File: config.mk
export PLATFORM = sky130hd
export DESIGN_NAME = serial_pattern_detector_mc
export DESIGN_NICKNAME = d
export VERILOG_FILES = /design/src/rtl/serial_pattern_detector_mc.sv
export SDC_FILE = /design/constraint.sdc
export NUM_CORES = 1
export LEC_CHECK = 0
export CORE_UTILIZATION = 58
export CTS_BUF_LIST = sky130_fd_sc_hd__clkbuf_4
export CTS_CLUSTER_DIAMETER = 150
export DETAILED_ROUTE_END_ITERATION = 8
export HOLD_SLACK_MARGIN = 0.12
export PLACE_DENSITY = 0.87
export RECOVER_POWER = 100
export SYNTH_ARGS = -nofsm -noshare
export SYNTH_HDL_FRONTEND = slang
export SYNTH_SLANG_ARGS = --single-unit
File: constraint.sdc
create_clock -name clk -period 5 [get_ports clk]
set_clock_uncertainty 0.15 [all_clocks]
set_input_delay 1.25 -clock clk [delete_from_list [all_inputs] [get_ports clk]]
set_output_delay 1.25 -clock clk [all_outputs]
set_load 0.005 [all_outputs]
File: src/rtl/serial_pattern_detector_mc.sv
// -----------------------------------------------------------------------------
// serial_pattern_detector_mc
//
// Multi-channel serial sequence detector. Each of CH bit streams is shifted
// MSB-first into its own history register and compared against one shared,
// runtime-loadable pattern of PAT_LEN bits. Matches produce a registered
// one-cycle pulse on z[c] and bump a per-channel saturating counter.
//
// Ports:
//   clk        system clock, all state updates on the rising edge
//   rst        synchronous active-high reset (overrides every other input)
//   en         bit-valid strobe shared by all channels
//   din        serial data, din[c] belongs to channel c
//   overlap    1 = overlapping matches, 0 = non-overlapping
//   pat_load   load pat_in into the pattern register (priority over en)
//   pat_in     new pattern, bit PAT_LEN-1 is the first bit received
//   cnt_clr    clear all match counters (a same-cycle match still counts)
//   z          registered one-cycle match pulse per channel
//   match_cnt  per-channel saturating counts, channel c at [c*CNT_W +: CNT_W]
//   pat_q      current pattern register
// -----------------------------------------------------------------------------
module serial_pattern_detector_mc #(
    parameter int                   CH      = 2,
    parameter int                   PAT_LEN = 8,
    parameter int                   CNT_W   = 8,
    parameter logic [PAT_LEN-1:0]   PAT_RST = 8'b1011_0111
) (
    input  logic                    clk,
    input  logic                    rst,
    input  logic                    en,
    input  logic [CH-1:0]           din,
    input  logic                    overlap,
    input  logic                    pat_load,
    input  logic [PAT_LEN-1:0]      pat_in,
    input  logic                    cnt_clr,
    output logic [CH-1:0]           z,
    output logic [CH*CNT_W-1:0]     match_cnt,
    output logic [PAT_LEN-1:0]      pat_q
);

    localparam int                  FILL_W    = $clog2(PAT_LEN + 1);
    localparam logic [FILL_W-1:0]   FILL_FULL = FILL_W'(PAT_LEN);
    localparam logic [CNT_W-1:0]    CNT_MAX   = {CNT_W{1'b1}};

    typedef enum logic {
        FILL  = 1'b0,
        ARMED = 1'b1
    } state_t;

    // ------------------------------------------------------------------
    // Shared pattern register
    // ------------------------------------------------------------------
    logic [PAT_LEN-1:0] pat_reg;

    always_ff @(posedge clk) begin
        if (rst) begin
            pat_reg <= PAT_RST;
        end else if (pat_load) begin
            pat_reg <= pat_in;
        end
    end

    assign pat_q = pat_reg;

    // ------------------------------------------------------------------
    // Per-channel detector
    // ------------------------------------------------------------------
    genvar gi;
    generate
        for (gi = 0; gi < CH; gi++) begin : g_ch
            state_t             state_reg, state_next;
            // Only the newest PAT_LEN-1 bits are kept: the oldest bit of a
            // full window is shifted out on the next sample and can never
            // take part in a later match, so it does not need storage.
            logic [PAT_LEN-2:0] hist_reg, hist_next;
            logic [PAT_LEN-1:0] hist_shift;
            logic [FILL_W-1:0]  fill_reg, fill_next, fill_inc;
            logic               match;
            logic               z_reg, z_next;
            logic [CNT_W-1:0]   cnt_reg, cnt_next;

            // State register (FSM state plus the channel datapath)
            always_ff @(posedge clk) begin
                if (rst) begin
                    state_reg <= FILL;
                    hist_reg  <= '0;
                    fill_reg  <= '0;
                    z_reg     <= 1'b0;
                    cnt_reg   <= '0;
                end else begin
                    state_reg <= state_next;
                    hist_reg  <= hist_next;
                    fill_reg  <= fill_next;
                    z_reg     <= z_next;
                    cnt_reg   <= cnt_next;
                end
            end

            // Next-state logic
            always_comb begin
                hist_shift = {hist_reg, din[gi]};
                // Once ARMED the window is full and stays full.
                fill_inc   = (state_reg == ARMED) ? FILL_FULL
                                                  : fill_reg + FILL_W'(1);
                match      = en && !pat_load && (fill_inc == FILL_FULL)
                             && (hist_shift == pat_reg);

                state_next = state_reg;
                hist_next  = hist_reg;
                fill_next  = fill_reg;

                if (pat_load) begin
                    // New pattern: restart every channel from an empty window.
                    state_next = FILL;
                    hist_next  = '0;
                    fill_next  = '0;
                end else if (en) begin
                    hist_next = hist_shift[PAT_LEN-2:0];
                    if (match && !overlap) begin
                        // Non-overlapping: the next match needs a fresh window.
                        state_next = FILL;
                        fill_next  = '0;
                    end else begin
                        fill_next  = fill_inc;
                        state_next = (fill_inc == FILL_FULL) ? ARMED : FILL;
                    end
                end
            end

            // Output logic
            always_comb begin
                z_next   = match;
                cnt_next = cnt_reg;
                if (cnt_clr) begin
                    // Clear first, then count a same-cycle match.
                    cnt_next = match ? CNT_W'(1) : '0;
                end else if (match && (cnt_reg != CNT_MAX)) begin
                    cnt_next = cnt_reg + CNT_W'(1);
                end
            end

            assign z[gi]                        = z_reg;
            assign match_cnt[gi*CNT_W +: CNT_W] = cnt_reg;
        end
    endgenerate

endmodule

# Word level (Yosys, flattened, before mapping)
# Index checks and enable logic that the tools add are counted.
# W data, S select, Z words.
# word_totals
regBits,50
input_bits,16
output_inout_bits,26
wordCells,49
# classes
add_sub_neg,4
eq_ne,6
muxes,14
n_reduce_logical,14
# ops
operator,n
$mux W8,4
$add A8 B1 Y8 const B,2
$eq A8 B8 Y1,2
$mux W4,4
$ne A8 B8 Y1 const B,2
$logic_and A1 B1 Y1,9
$add A4 B1 Y4 const B,2
$eq A4 B4 Y1 const B,2
$mux W1,6
$reduce_bool A2 Y1,2
$logic_not A1 Y1,2
$reduce_or A2 Y1,1

# Longest topological paths before layout
# depth
ltp_word,8
depth_mapped,8
depth_no_buf,7

# Worst setup path after synthesis
# Ideal clock, no wire load.
# synth_timing
path_kind,in2reg
start,in pat_load
end,reg g_ch[0].cnt_reg[2]
setup_ns,0.135
t_arrival_ns,2.652
t_required_ns,4.715
setup_slack_ns,2.063
path_stages,7
n_path_buf,2
path_cell_list,clkbuf_1 -> or3_4 -> nor4_4 -> nand2_1 -> buf_2 -> o311ai_0 -> o41ai_1
# synth_via
elab_chain_cells,6
# synth_lines
item,line_no,source
"start, declared",33,"input logic pat_load,"
$logic_not A1 Y1,105,match = en && !pat_load && (fill_inc == FILL_FULL)
$logic_and A1 B1 Y1 (2 in a row),105,
$logic_and A1 B1 Y1,106,&& (hist_shift == pat_reg);
$logic_and A1 B1 Y1,137,end else if (match && (cnt_reg != CNT_MAX)) begin
$reduce_bool A2 Y1 (no line),--,
"end signal, assigned",95,cnt_reg <= cnt_next;
"end, declared",80,"logic [CNT_W-1:0] cnt_reg, cnt_next;"
# Every way passes these cells.
# A chain may end at the register's enable or synchronous reset.

# Worst setup path in the final report
# layout_timing
start,in en
end,reg g_ch[1].cnt_reg[7]
# layout_via
elab_chain_cells,5
# layout_lines
item,line_no,source
"start, declared",30,"input logic en,"
$logic_and A1 B1 Y1 (2 in a row),105,
$logic_and A1 B1 Y1,106,
$logic_and A1 B1 Y1,137,
$reduce_bool A2 Y1 (no line),--,
"end signal, assigned",95,
"end, declared",80,
# Every way passes these cells.

==> impl_metrics.json <==
{
  "status": "finished, final reports clean",
  "yosysUniqueCellTypes": 46,
  "path_max_fanout": 18,
  "setup_tns_ps": 0,
  "period_share": 0.7553,
  "wl_mm": 5.057,
  "p_int_uw": 495.0,
  "ys_seq_area_frac": 0.4184,
  "holdPathStages": 2,
  "crit_top_cell": "nor3_1",
  "syn_to_final_growth_pct": 18.25,
  "fmax_ghz": 0.2648,
  "whs_endpoint": "g_ch[1].cnt_reg[5]$_SDFFE_PP0P_",
  "rows": 22,
  "cp_slowest_cell": "nor3_1",
  "port_buffers": 41,
  "postCtsHoldBufs": 0,
  "period_minus_slack_ps": 3777,
  "drt_first_pass_iters": 4,
  "finalNetCount": 317,
  "powerDensity_nw_per_um2": 232.0,
  "coreArea_sq_um": 3799,
  "grt_setup_unrepaired": "false",
  "p_seq_frac": 0.630,
  "slew_violations": 0,
  "cap_violations": 0,
  "antenna_found_initial": 0,
  "switching_share": 0.2457,
  "p_switching_uw": 161.2,
  "grt_use_total": 0.2563,
  "largest_reg_flops": 16,
  "ir_drop_mv": 0.1973,
  "path_class": "primary input to flop",
  "cts_resized": 0,
  "endpoint_kind": "flop",
  "start_util": 0.6298,
  "cp-start-kind": "primary input",
  "vias": 1974,
  "rr_startpoint": "pat_q[2]$_SDFFE_PP1P_",
  "hold_viol_final": 0,
  "max_slew.worst_pin.slew_ps": 1079,
  "post_cts_buffers": 0,
  "grt_max_degree": 22,
  "worstSkewPairLatency_ps": 370,
  "grt_pass1_wl_mm": 8.445,
  "grt_overflow_total": 0,
  "r2r_setup_slack_ps": 2460,
  "antenna_cells": 0,
  "syn_inst": 262,
  "synthFlopType": "dfxtp_1",
  "vias_per_cell": 5.705,
  "die_h_um": 66.23,
  "leakage_uw": 0.001101,
  "chipWidth_um": 66.23,
  "crit_chain": "dlygate4sd3_1 -> buf_4 -> inv_1 -> nor3_1 -> nand4_1 -> nor3_1 -> a31oi_1 -> a41o_1",
  "slowest_delay_ps": 690,
  "die_area_sq_um": 4386,
  "hpwl_mm": 3.684,
  "hold_path_class": "flop to flop",
  "tritoncts": "done",
  "numCtsBuffers": 5,
  "synth-edff-count": 0,
  "netlist_area_sq_um": 2392,
  "clkPwrFrac": 0.278,
  "synthArstFlopShare": 0,
  "clk_pin_slew_ps": 140,
  "synth_warnings": 0,
  "dr.first_iter.drc_count": 174,
  "drive_gt1_frac": 0.03691,
  "required_ps": 5130,
  "fillers": 294,
  "drc": 0,
  "htree_levels": 2,
  "pin_count": 42,
  "finalSetupViolations": 0,
  "p_comb_frac": 0.092,
  "worstRegToRegCells": 6,
  "finalPower_uw": 656.2,
  "cts_root_buf": "clkbuf_4",
  "relSlewSlack": 0.2807,
  "cts.sinks": 50,
  "ys_ff_latch": 50,
  "cts_max_path_buffers": 2,
  "hp-start": "g_ch[1].cnt_reg[5]$_SDFFE_PP0P_",
  "grt_pass1_vias": 1812,
  "place.gp.congestion": 0.8251,
  "syn_area_per_cell_sq_um": 9.131,
  "reg2reg_to": "g_ch[1].cnt_reg[7]$_SDFFE_PP0P_",
  "syn_nets": 282,
  "arrival_ps": 3910,
  "wl_per_cell_um": 14.62,
  "ant_nets": 0
}
-- routing by layer --
layer	part of all wire	track usage	vias up
met3	0.032	0.04138	7
li1	-	-	1003
met1	0.50	0.3482	926
met2	0.46	0.4056	38
met4	0.015	0.09574	0
met5	0	0	-
-- worst max-delay path, delay by kind of cell --
family | cells | cell delay [ps]
AND/OR/NAND/NOR | 3 | 1240
buffers and inverters | 3 | 1010
AO/OA/AOI/OAI | 2 | 410
-- cell type report --
class                   count  area [sq um]  area share
multi-input cells         193          1277      0.4516
flip-flops and latches     50          1001      0.3538
repair buffers             42         417.9      0.1477
well taps                  48         60.06     0.02123
clock buffers               6         45.04     0.01592
inverters                   5         18.77    0.006634
clock inverters             2         8.758    0.003096
-- through the flow --
step,std cells,util,setup slack [ps],hold slack [ps],area (sq um)
final,346,0.7447,1223,341.6,2829
after global routing,346,0.7447,1014,364.5,2829
after CTS,346,0.7513,1518,344.7,2854
after detailed placement,338,0.7372,1125,320.2,2800
after global placement,338,0.7372,1195,317.0,2800
after floorplan,262,-,2063,298.1,2392
-- worst max-delay path by stage --
| stage | startpoint | end | slack (ps) |
|---|---|---|---|
| 2_1_floorplan | pat_load | g_ch[0].cnt_reg[2]$_SDFFE_PP0P_ | 2060 |
| 3_3_place_gp | pat_load | g_ch[0].cnt_reg[3]$_SDFFE_PP0P_ | 1190 |
| 3_5_place_dp | pat_load | g_ch[0].cnt_reg[2]$_SDFFE_PP0P_ | 1130 |
| 4_1_cts | pat_load | g_ch[0].cnt_reg[2]$_SDFFE_PP0P_ | 1520 |
| 5_1_grt | en | g_ch[1].cnt_reg[3]$_SDFFE_PP0P_ | 1010 |
| 6_report | en | g_ch[1].cnt_reg[7]$_SDFFE_PP0P_ | 1220 |
-- cells by family after synthesis --
family | share of synthesized area
flip-flops | 0.4184
multiplexers | 0.08368
AO/OA/AOI/OAI | 0.1271
AND/OR/NAND/NOR | 0.2359
XOR/XNOR | 0.07688
buffers and inverters | 0.03713
adder cells (fa/ha/maj) | 0.02092
-- cell usage in the layout, fill, tap and decap left out, types with 3 or more instances in the layout --
cell / synthesis / layout
nor4b_1: 3 / 3
ha_1: 4 / 4
nand3_1: 8 / 8
xnor2_1: 11 / 11
and3_1: 4 / 4
nand2b_1: 4 / 4
a21oi_1: 8 / 8
nor2b_1: 6 / 6
a211o_1: 6 / 6
o41ai_1: 3 / 3
nand2_1: 15 / 15
dlygate4sd3_1: 0 / 29
or3_1: 6 / 7
xor2_1: 10 / 10
clkdlybuf4s50_1: 0 / 12
nor3_1: 9 / 10
nand4_1: 5 / 5
dfxtp_1: 50 / 50
mux2i_1: 20 / 20
nor4_1: 3 / 4
o21ai_0: 3 / 3
nor2_1: 35 / 35
clkbuf_4: 0 / 6
inv_1: 4 / 5
o31ai_1: 4 / 4
-- power by group through the flow --
stage          sequential, uW  clock [uW]  combinational (uW)
2_1_floorplan             420           0                37.3
5_1_grt                   414         203                66.2
4_1_cts                   414         188                64.1
6_report                  413         182                60.6
3_5_place_dp              422           0                63.8
3_3_place_gp              422           0                62.6
-- cell usage after synthesis (2+ instances only) --
master,count,share of area
dfxtp_1,50,0.42
ha_1,4,0.021
a21oi_1,8,0.017
nor3_1,9,0.019
xnor2_1,11,0.040
nor2b_1,6,0.016
nand2b_1,4,0.010
or2_2,2,0.0052
nand3_1,8,0.017
nor4_1,3,0.0078
and3_1,4,0.010
xor2_1,10,0.037
a211oi_1,2,0.0063
a41o_1,2,0.0084
clkbuf_1,8,0.013
or3_1,6,0.016
nand4_1,5,0.013
buf_2,2,0.0042
nand2_1,15,0.024
o311ai_0,2,0.0073
a21o_1,2,0.0063
a211o_1,6,0.022
o21ai_0,3,0.0063
or4b_1,2,0.0084
o211ai_1,2,0.0063
buf_4,2,0.0063
inv_1,4,0.0063
o31ai_1,4,0.013
a31oi_1,2,0.0052
nor4b_1,3,0.011
nor2_1,35,0.055
mux2i_1,20,0.084
o41ai_1,3,0.011
No activity file was read; power rests on OpenSTA's default activity.
